==> src/rtl/vram_arbiter.sv <==
// Video SRAM arbiter: shares the single-ported chip between pixel fetch
// and ISA cycles, sequencing address, write strobe and data-bus enable.
module vram_arbiter #(
  parameter int RD_SETUP  = 2,
  parameter int WE_CYCLES = 2,
  parameter int MAX_WAIT  = 16
) (
  input  logic        clk,
  input  logic        reset,
  input  logic        isa_read,
  input  logic        isa_write,
  input  logic [18:0] isa_addr,
  input  logic [7:0]  isa_din,
  output logic [7:0]  isa_dout,
  output logic        isa_rdy,
  input  logic        pix_req,
  input  logic [18:0] pix_addr,
  output logic [7:0]  pix_data,
  output logic        pix_valid,
  output logic        pix_stall,
  output logic [18:0] ram_a,
  input  logic [7:0]  ram_d_in,
  output logic [7:0]  ram_d_out,
  output logic        ram_d_oe,
  output logic        ram_we_l
);

  typedef enum logic [2:0] {
    IDLE,
    RD_ADDR,
    WR_SETUP,
    WR_STROBE,
    WR_HOLD
  } state_t;

  localparam logic [3:0] RD_LAST  = 4'(RD_SETUP - 1);
  localparam logic [3:0] WE_LAST  = 4'(WE_CYCLES - 1);
  localparam logic [7:0] WAIT_LIM = 8'(MAX_WAIT);

  state_t      state;
  state_t      state_n;
  logic [3:0]  cnt;
  logic [3:0]  cnt_n;
  logic        pending;
  logic        pending_n;
  logic [7:0]  wait_cnt;
  logic [7:0]  wait_n;
  logic        strobe_q;
  logic        op_wr;
  logic [18:0] op_addr;
  logic [7:0]  op_data;
  logic        pix_q;

  logic [18:0] ram_a_n;
  logic [7:0]  ram_d_out_n;
  logic        ram_d_oe_n;
  logic        ram_we_l_n;
  logic        isa_rdy_n;
  logic [7:0]  isa_dout_n;

  logic        strobe;
  logic        start;
  logic        preempt;
  logic        force_isa;
  logic        pix_grant;
  logic        done;

  assign strobe    = isa_read | isa_write;
  assign start     = strobe & ~strobe_q
                   & ~pending & (state == IDLE);
  assign preempt   = (state == IDLE)
                   | (state == RD_ADDR)
                   | (state == WR_SETUP);
  assign force_isa = wait_cnt >= WAIT_LIM;
  assign pix_grant = pix_req & preempt & ~force_isa;

  always_comb begin
    state_n     = state;
    cnt_n       = cnt;
    pending_n   = pending;
    wait_n      = wait_cnt;
    ram_a_n     = ram_a;
    ram_d_out_n = ram_d_out;
    ram_d_oe_n  = ram_d_oe;
    ram_we_l_n  = ram_we_l;
    isa_rdy_n   = isa_rdy;
    isa_dout_n  = isa_dout;
    done        = 1'b0;
    if (pix_grant) begin
      // Pixel steals the bus; any ISA setup in progress restarts later.
      state_n    = IDLE;
      cnt_n      = '0;
      ram_a_n    = pix_addr;
      ram_d_oe_n = 1'b0;
      if (pending && wait_cnt != 8'hff)
        wait_n = wait_cnt + 8'd1;
    end else begin
      unique case (state)
        IDLE: begin
          if (pending) begin
            ram_a_n = op_addr;
            cnt_n   = '0;
            if (op_wr) begin
              state_n     = WR_SETUP;
              ram_d_out_n = op_data;
              ram_d_oe_n  = 1'b1;
            end else begin
              state_n = RD_ADDR;
            end
          end
        end
        RD_ADDR: begin
          if (cnt == RD_LAST) begin
            isa_dout_n = ram_d_in;
            done       = 1'b1;
            state_n    = IDLE;
          end else begin
            cnt_n = cnt + 4'd1;
          end
        end
        WR_SETUP: begin
          state_n    = WR_STROBE;
          ram_we_l_n = 1'b0;
          cnt_n      = '0;
        end
        WR_STROBE: begin
          if (cnt == WE_LAST) begin
            ram_we_l_n = 1'b1;
            state_n    = WR_HOLD;
          end else begin
            cnt_n = cnt + 4'd1;
          end
        end
        WR_HOLD: begin
          ram_d_oe_n = 1'b0;
          done       = 1'b1;
          state_n    = IDLE;
        end
        default: state_n = IDLE;
      endcase
    end
    if (done) begin
      pending_n = 1'b0;
      isa_rdy_n = 1'b1;
      wait_n    = '0;
    end
    if (start) begin
      pending_n = 1'b1;
      isa_rdy_n = 1'b0;
    end
  end

  always_ff @(posedge clk or posedge reset) begin
    if (reset) begin
      state     <= IDLE;
      cnt       <= '0;
      pending   <= 1'b0;
      wait_cnt  <= '0;
      strobe_q  <= 1'b0;
      op_wr     <= 1'b0;
      op_addr   <= '0;
      op_data   <= '0;
      ram_a     <= '0;
      ram_d_out <= '0;
      ram_d_oe  <= 1'b0;
      ram_we_l  <= 1'b1;
      isa_rdy   <= 1'b1;
      isa_dout  <= '0;
      pix_q     <= 1'b0;
      pix_data  <= '0;
      pix_valid <= 1'b0;
      pix_stall <= 1'b0;
    end else begin
      state     <= state_n;
      cnt       <= cnt_n;
      pending   <= pending_n;
      wait_cnt  <= wait_n;
      strobe_q  <= strobe;
      ram_a     <= ram_a_n;
      ram_d_out <= ram_d_out_n;
      ram_d_oe  <= ram_d_oe_n;
      ram_we_l  <= ram_we_l_n;
      isa_rdy   <= isa_rdy_n;
      isa_dout  <= isa_dout_n;
      if (start) begin
        op_wr   <= isa_write;
        op_addr <= isa_addr;
        op_data <= isa_din;
      end
      pix_q     <= pix_grant;
      pix_valid <= pix_q;
      if (pix_q)
        pix_data <= ram_d_in;
      pix_stall <= pix_req & ~pix_grant;
    end
  end

endmodule

==> config.mk <==
export PLATFORM = sky130hd
export DESIGN_NAME = vram_arbiter
export DESIGN_NICKNAME = d
export VERILOG_FILES = /design/src/rtl/vram_arbiter.sv
export SDC_FILE = /design/constraint.sdc
export NUM_CORES = 1
export LEC_CHECK = 0
export ABC_AREA = 1
export BUFFER_PORTS_ARGS = -buffer_cell sky130_fd_sc_hd__buf_2
export CORE_MARGIN = 1.5
export CORE_UTILIZATION = 53
export DETAILED_ROUTE_END_ITERATION = 10
export GPL_TIMING_DRIVEN = 0
export PLACE_DENSITY = 0.86
export SLEW_MARGIN = 5
export SYNTH_ARGS = -nofsm -noshare
export SYNTH_HDL_FRONTEND = slang
export SYNTH_SLANG_ARGS = --single-unit
==> constraint.sdc <==
create_clock -name clk -period 3.3 [get_ports clk]
set_input_delay 0.165 -clock clk [delete_from_list [all_inputs] [get_ports clk]]
set_output_delay 0.165 -clock clk [all_outputs]
set_load 0.1 [all_outputs]
* Word level (Yosys, flattened, before mapping)
Cells that the tools add are included.
** Cells by class
- Add/sub/neg operators :: 2
- Order comparisons :: 1
- Eq/ne operators :: 12
- Mux-type cells :: 29
- Bitwise logic cells :: 13
- Reduce and logical (&&, ||, !) cells :: 19
** Operators with widths (number)
- 2-to-1 mux 19 bit :: 3
- 2-to-1 mux 8 bit :: 3
- AND reduction 3 bit :: 5
- 2-to-1 mux 3 bit :: 4
- 2-to-1 mux 4 bit :: 3
- != test 3 bit, second input constant :: 4
- case mux 3 bit (4 select lines) :: 1
- case mux 4 bit (3 select lines) :: 1
- nonzero test 2 bit :: 6
- 2-to-1 mux 1 bit :: 10
- adder 8 x 1 -> 8 bit, second input constant :: 1
- >= comparator 8 x 5 -> 1 bit, second input constant :: 1
- != test 8 bit, second input constant :: 1
- bitwise AND 1 bit :: 6
- == test 3 x 2 -> 1 bit, second input constant :: 2
- case mux 1 bit (2 select lines) :: 3
- adder 4 x 1 -> 4 bit, second input constant :: 1
- == test 4 x 1 -> 1 bit, second input constant :: 1
- inverter 1 bit :: 4
- AND reduction 2 bit :: 2
- AND reduction 4 bit :: 1
- nonzero test 4 bit :: 1
- == test 3 x 1 -> 1 bit, second input constant :: 1
- == test 3 bit, second input constant :: 1
- 8 further kinds :: 10
** Storage, ports and cells
- Register bits :: 94
- Bits of input ports :: 59
- Output and inout bits :: 48
- Logic and storage cells :: 94

* Logic depth before layout (Yosys ltp)
- Depth in word-level cells :: 8
- Gate-level depth with buffers :: 9
- Depth with buffers taken out :: 8

* Worst setup path before layout
OpenSTA, ideal clock, no wires.
- Kind :: register -> register
- Start point :: reg state[2]
- End point :: reg ram_a[10]
- Setup time :: 0.123 ns
- Arrival time :: 1.294 ns
- Data required time :: 3.177 ns
- Path slack :: 1.883 ns
- Cell stages (with the launch flop) :: 9
- Buffers on the path :: 2
- Clock period less this slack :: 1.417 ns
- Path through :: dfrtp_1 > inv_2 > nand2_2 > nor2_4 > nand2_8 > buf_8 > buf_6 > o21ai_2 > o21ai_2
** On the way
- Word-level cells in the longest chain between the ends :: 7
- Elaborated cells between the ends (all ways) :: 11
- Those cells by class :: eq/ne (2); mux (1); bitwise (4); reduce/logical (4)
** Ends and longest elaborated chain
- from (decl) :: line 40 : state_t state;
- from (signal assigned) :: line 174 : state <= state_n;
- == test 3 x 1 -> 1 bit / logical NOT 3 bit (equally long branches) :: line 72, 71, 98
- bitwise OR 1 bit :: line 72 : | (state == RD_ADDR)
- bitwise OR 1 bit :: line 73 : | (state == WR_SETUP);
- bitwise AND 1 bit (2 in series) :: line 75 : assign pix_grant = pix_req & preempt & ~force_isa;
- nonzero test 2 bit (no line)
- AND reduction 2 bit (no line)
- to (signal assigned) :: line 179 : ram_a <= ram_a_n;
- to (decl) :: line 21 : output logic [18:0] ram_a,
Several ways; a longest one is shown, not always the timed one.
A chain may end at the register's enable or synchronous reset.

* Worst setup path in the final report
- Start point :: reg state[1]
- End point :: reg op_addr[7]
** On the way
- Word-level cells in the longest chain between the ends :: 2
** Ends and longest elaborated chain
- logical NOT 3 bit :: line 70 : & ~pending & (state == IDLE);
- bitwise AND 1 bit :: line 70
- to (signal assigned) :: line 187 : op_addr <= isa_addr;
- to (decl) :: line 50 : logic [18:0] op_addr;
No other way between the ends.

==> impl_results.html <==
<table>
<tr><th>Metric</th><th>Value</th></tr>
<tr><th colspan="2">Status</th></tr>
<tr><td>Outcome</td><td>complete, no violations</td></tr>
<tr><th colspan="2">Timing</th></tr>
<tr><td>Crit path setup slack, layout</td><td>between 1.5 and 2 ns</td></tr>
<tr><td>Unrepaired setup endpoints after global routing</td><td>false</td></tr>
<tr><td>Final setup viols</td><td>0</td></tr>
<tr><td>Worst setup skew after layout</td><td>~0.014 ns</td></tr>
<tr><td>Final Hold Viols</td><td>0</td></tr>
<tr><td>Final critical-path share of the clock period</td><td>about half</td></tr>
<tr><td>Fin crit period</td><td>1.67 ns</td></tr>
<tr><td>Relative slew slack</td><td>about two thirds</td></tr>
<tr><td>Tightest Pin Transition</td><td>approximately 0.52 ns</td></tr>
<tr><td>Final-report max-slew violation count</td><td>0</td></tr>
<tr><td>Highest attainable clock frequency</td><td>between 500 and 600 MHz</td></tr>
<tr><th colspan="2">Logic synthesis</th></tr>
<tr><td>Proportion of netlist area held by the largest area contributor</td><td>53.6%</td></tr>
<tr><td>EDFF count, synth</td><td>0</td></tr>
<tr><td>Most used standard cell by instance count after synthesis</td><td>sky130_fd_sc_hd__nand2_1</td></tr>
<tr><td>Top area cells in the synthesized netlist</td><td>sky130_fd_sc_hd__dfrtp_1 54%, sky130_fd_sc_hd__nand2_1 8.5%, sky130_fd_sc_hd__o21ai_2 8.0%, sky130_fd_sc_hd__o21ai_0 4.3%, sky130_fd_sc_hd__nor2_1 4.0%</td></tr>
<tr><td>Synthesized area per cell</td><td>between 9 and 10 um^2</td></tr>
<tr><td>Number of storage elements in the synthesis netlist</td><td>94</td></tr>
<tr><td>Register area share after synthesis</td><td>54.8%</td></tr>
<tr><td>Number of warnings reported in the yosys synthesis log</td><td>0</td></tr>
<tr><td>Total standard cell area after synthesis</td><td>4290 um^2</td></tr>
<tr><td>Post-synthesis cell type count</td><td>34</td></tr>
<tr><td>Synth top cells by count</td><td>97 x sky130_fd_sc_hd__nand2_1, 92 x sky130_fd_sc_hd__dfrtp_1, 46 x sky130_fd_sc_hd__nor2_1</td></tr>
<tr><td>Total nets after synthesis</td><td>523</td></tr>
<tr><td>Syn Inst Count</td><td>460</td></tr>
<tr><td>Cell type with the largest total area after synthesis</td><td>sky130_fd_sc_hd__dfrtp_1</td></tr>
<tr><td>Commonest register cell after synthesis</td><td>sky130_fd_sc_hd__dfrtp_1</td></tr>
<tr><td>Share of flip-flops with an asynchronous set or reset after synthesis</td><td>100%</td></tr>
<tr><th colspan="2">Global routing</th></tr>
<tr><td>Antenna violations before repair</td><td>0</td></tr>
<tr><td>Wire length of the first global-routing pass</td><td>16.0 mm</td></tr>
<tr><td>Maximum number of pins on one net before global-route repair</td><td>56</td></tr>
<tr><td>Number of global-route vias before repair</td><td>3,530</td></tr>
<tr><td>All-layer global routing usage</td><td>23.5%</td></tr>
<tr><td>Residual overflow from global routing</td><td>0</td></tr>
<tr><th colspan="2">Layout</th></tr>
<tr><td>Post-synthesis to final-layout area growth</td><td>23.6%</td></tr>
<tr><td>Fill cells</td><td>618</td></tr>
<tr><td>Layout cells sized above 1</td><td>34.8%</td></tr>
<tr><td>Non-filler cells, final</td><td>700</td></tr>
<tr><td>Final-stage net count</td><td>656</td></tr>
<tr><td>Diodes inserted</td><td>0</td></tr>
<tr><th colspan="2">Clock tree</th></tr>
<tr><td>Insertion delay of the later-clocked pin in the worst-skew pair</td><td>0.36 ns</td></tr>
<tr><td>Post-CTS setup buffers</td><td>0</td></tr>
<tr><td>Clock tree root driver cell</td><td>sky130_fd_sc_hd__clkbuf_8</td></tr>
<tr><td>Clock transition at the registers of the reported paths</td><td>0.09 ns</td></tr>
<tr><td>Number of cells upsized or downsized after cts</td><td>0</td></tr>
<tr><td>H-tree levels</td><td>3</td></tr>
<tr><td>Total clock sinks</td><td>94</td></tr>
<tr><td>Clock tree from TritonCTS</td><td>built</td></tr>
<tr><td>CTS Hold Bufs</td><td>15</td></tr>
<tr><td>Total clock buffers created by CTS</td><td>9</td></tr>
<tr><td>CTS Buffer Depth</td><td>2</td></tr>
<tr><th colspan="2">Routing</th></tr>
<tr><td>Via count</td><td>around 3,600</td></tr>
<tr><td>Number of iterations in the first detailed-routing pass</td><td>5</td></tr>
<tr><td>Via-per-instance ratio</td><td>5.18</td></tr>
<tr><td>Initial drt markers</td><td>248</td></tr>
<tr><td>Antenna viol nets, final</td><td>0</td></tr>
<tr><td>Final wirelength</td><td>9.82 mm</td></tr>
<tr><td>Detailed-route DRC error count</td><td>0</td></tr>
<tr><td>Routed wire per std cell</td><td>14.0 um</td></tr>
<tr><th colspan="2">Setup path</th></tr>
<tr><td>Critical path's most frequent cell</td><td>sky130_fd_sc_hd__nand2_1</td></tr>
<tr><td>Standard cell with the maximum stage delay on the critical path</td><td>sky130_fd_sc_hd__dfrtp_1</td></tr>
<tr><td>Crit path largest cell delay</td><td>roughly 0.48 ns</td></tr>
<tr><td>FF-to-FF setup slack</td><td>1.63 ns</td></tr>
<tr><td>Critical path class</td><td>flop to flop</td></tr>
<tr><td>Required time at the endpoint of the critical path</td><td>3.55 ns</td></tr>
<tr><td>Worst Setup End Kind</td><td>flop</td></tr>
<tr><td>Worst-path cell chain</td><td>nor2_2, nand2_2, inv_2, nand2_1, buf_2, clkbuf_2, o21ai_0, nand2_1</td></tr>
<tr><td>Launching element type of the critical path</td><td>flop</td></tr>
<tr><td>Crit path arrival time</td><td>1.92 ns</td></tr>
<tr><td>Largest fanout on the critical path</td><td>10</td></tr>
<tr><th colspan="2">Hold path</th></tr>
<tr><td>Kind of path behind the tightest hold check</td><td>primary input to flop</td></tr>
<tr><th colspan="2">Run</th></tr>
<tr><td>Reported max-cap violation count</td><td>0</td></tr>
<tr><th colspan="2">Floorplanning</th></tr>
<tr><td>Count of standard-cell rows</td><td>32</td></tr>
<tr><td>Chip height</td><td>93.0 um</td></tr>
<tr><td>Floorplan die width</td><td>between 90 and 100 um</td></tr>
<tr><td>Core area</td><td>7770 um^2</td></tr>
<tr><td>Count of pins on the block boundary</td><td>between 100 and 150</td></tr>
<tr><td>Die footprint</td><td>8650 um^2</td></tr>
<tr><td>Starting density of the core</td><td>55.3%</td></tr>
<tr><th colspan="2">Placement</th></tr>
<tr><td>Detail Placement HPWL</td><td>6.99 mm</td></tr>
<tr><td>Dpl cells</td><td>669</td></tr>
<tr><td>Post-placement setup slack</td><td>~1.6 ns</td></tr>
<tr><td>Quantity of I/O buffers inserted on ports</td><td>around 110</td></tr>
<tr><td>Weighted congestion reported at the end of routability-driven placement</td><td>0.811</td></tr>
</table>
worst max-delay path, delay by kind of cell (launching register included):
kind,cells,cell delay [ns]
compound gates,1,0.21
flops,1,0.48
simple gates,4,0.41
buf+inv,3,0.46
cell families (layout without fill, tap and decap cells):
logic type / count (synthesis) / after routing / share of synthesized area (%)
AND/OR/NAND/NOR: 203 / 203 / 21.6
AO/OA/AOI/OAI: 99 / 99 / 15.1
flip-flops: 94 / 94 / 54.8
buffers and inverters: 58 / 196 / 6.91
adder cells (fa/ha/maj): 4 / 4 / 1.17
XOR/XNOR: 2 / 2 / 0.408
flip-flops by register name, summed over array words and instances, names as in the netlist, 3 cells and up:
register and cells:
cnt 4, state 3, op_data 8, ram_d_out 8
pix_data 8, ram_a 19, wait_cnt 8, isa_dout 8
op_addr 19
cell usage in the layout (no fill, tap or decap), types with 4 or more instances in the layout:
cell type,instances
sky130_fd_sc_hd__nand2_2,8
sky130_fd_sc_hd__dlygate4sd3_1,15
sky130_fd_sc_hd__clkbuf_1,5
sky130_fd_sc_hd__nor2_1,46
sky130_fd_sc_hd__ha_1,4
sky130_fd_sc_hd__inv_1,32
sky130_fd_sc_hd__buf_6,4
sky130_fd_sc_hd__o21ai_2,39
sky130_fd_sc_hd__nor2_2,5
sky130_fd_sc_hd__o21ai_1,11
sky130_fd_sc_hd__buf_4,4
sky130_fd_sc_hd__o21ai_0,37
sky130_fd_sc_hd__clkbuf_8,9
sky130_fd_sc_hd__nand2_1,97
sky130_fd_sc_hd__a21oi_1,9
sky130_fd_sc_hd__dfrtp_1,92
sky130_fd_sc_hd__nand3_1,30
sky130_fd_sc_hd__buf_2,113
stage by stage:
stage / cell area (um^2) / utilization, % / setup TNS (ns) / hold WS [ns]
2_1_floorplan: 4290 / - / 0 / 0.271
3_3_place_gp: 4950 / 63.8 / -29.62 / 0.355
3_5_place_dp: 4980 / 64.1 / 0 / 0.242
4_1_cts: 5310 / 68.3 / 0 / 0.00143
5_1_grt: 5310 / 68.3 / 0 / 0.00807
6_report: 5310 / 68.3 / 0 / 0.0101
worst paths after layout:
check	from	to	depth (start not counted)
worst max-delay path	state[1]	op_addr[7]	8
worst min-delay path	isa_addr[3]	op_addr[3]	3
worst max register to register	state[1]	op_addr[7]	8
worst min register to register	pix_q	pix_valid	0
max in group asynchronous	reset	isa_rdy	4
min in group asynchronous	reset	ram_a[6]	3
layout make-up:
cell class | count | area, um^2 | share of cell area [%]
sequential | 94 | 2350 | 44.4
multi-input combinational | 308 | 1640 | 31.0
timing repair buffer | 122 | 708 | 13.3
buffer | 22 | 161 | 3.04
inverter | 36 | 138 | 2.59
clock buffer | 11 | 131 | 2.48
tap | 102 | 128 | 2.41
clock inverter | 5 | 42.5 | 0.802
layer usage:
| layer | vias up | GRT usage, % | share of wire [%] | routed length [um] |
|---|---|---|---|---|
| li1 | 1755 | - | - | - |
| met1 | 1750 | 30.9 | 43 | 4260 |
| met2 | 111 | 38.7 | 49 | 4800 |
| met3 | 13 | 4.96 | 6.4 | 625 |
| met4 | 0 | 7.83 | 1.3 | 132 |
| met5 | - | 0 | 0 | 0 |
Power is left out: the tool's default activity adds up to more than one toggle a clock period on the data nets, which glitch-free logic cannot reach.
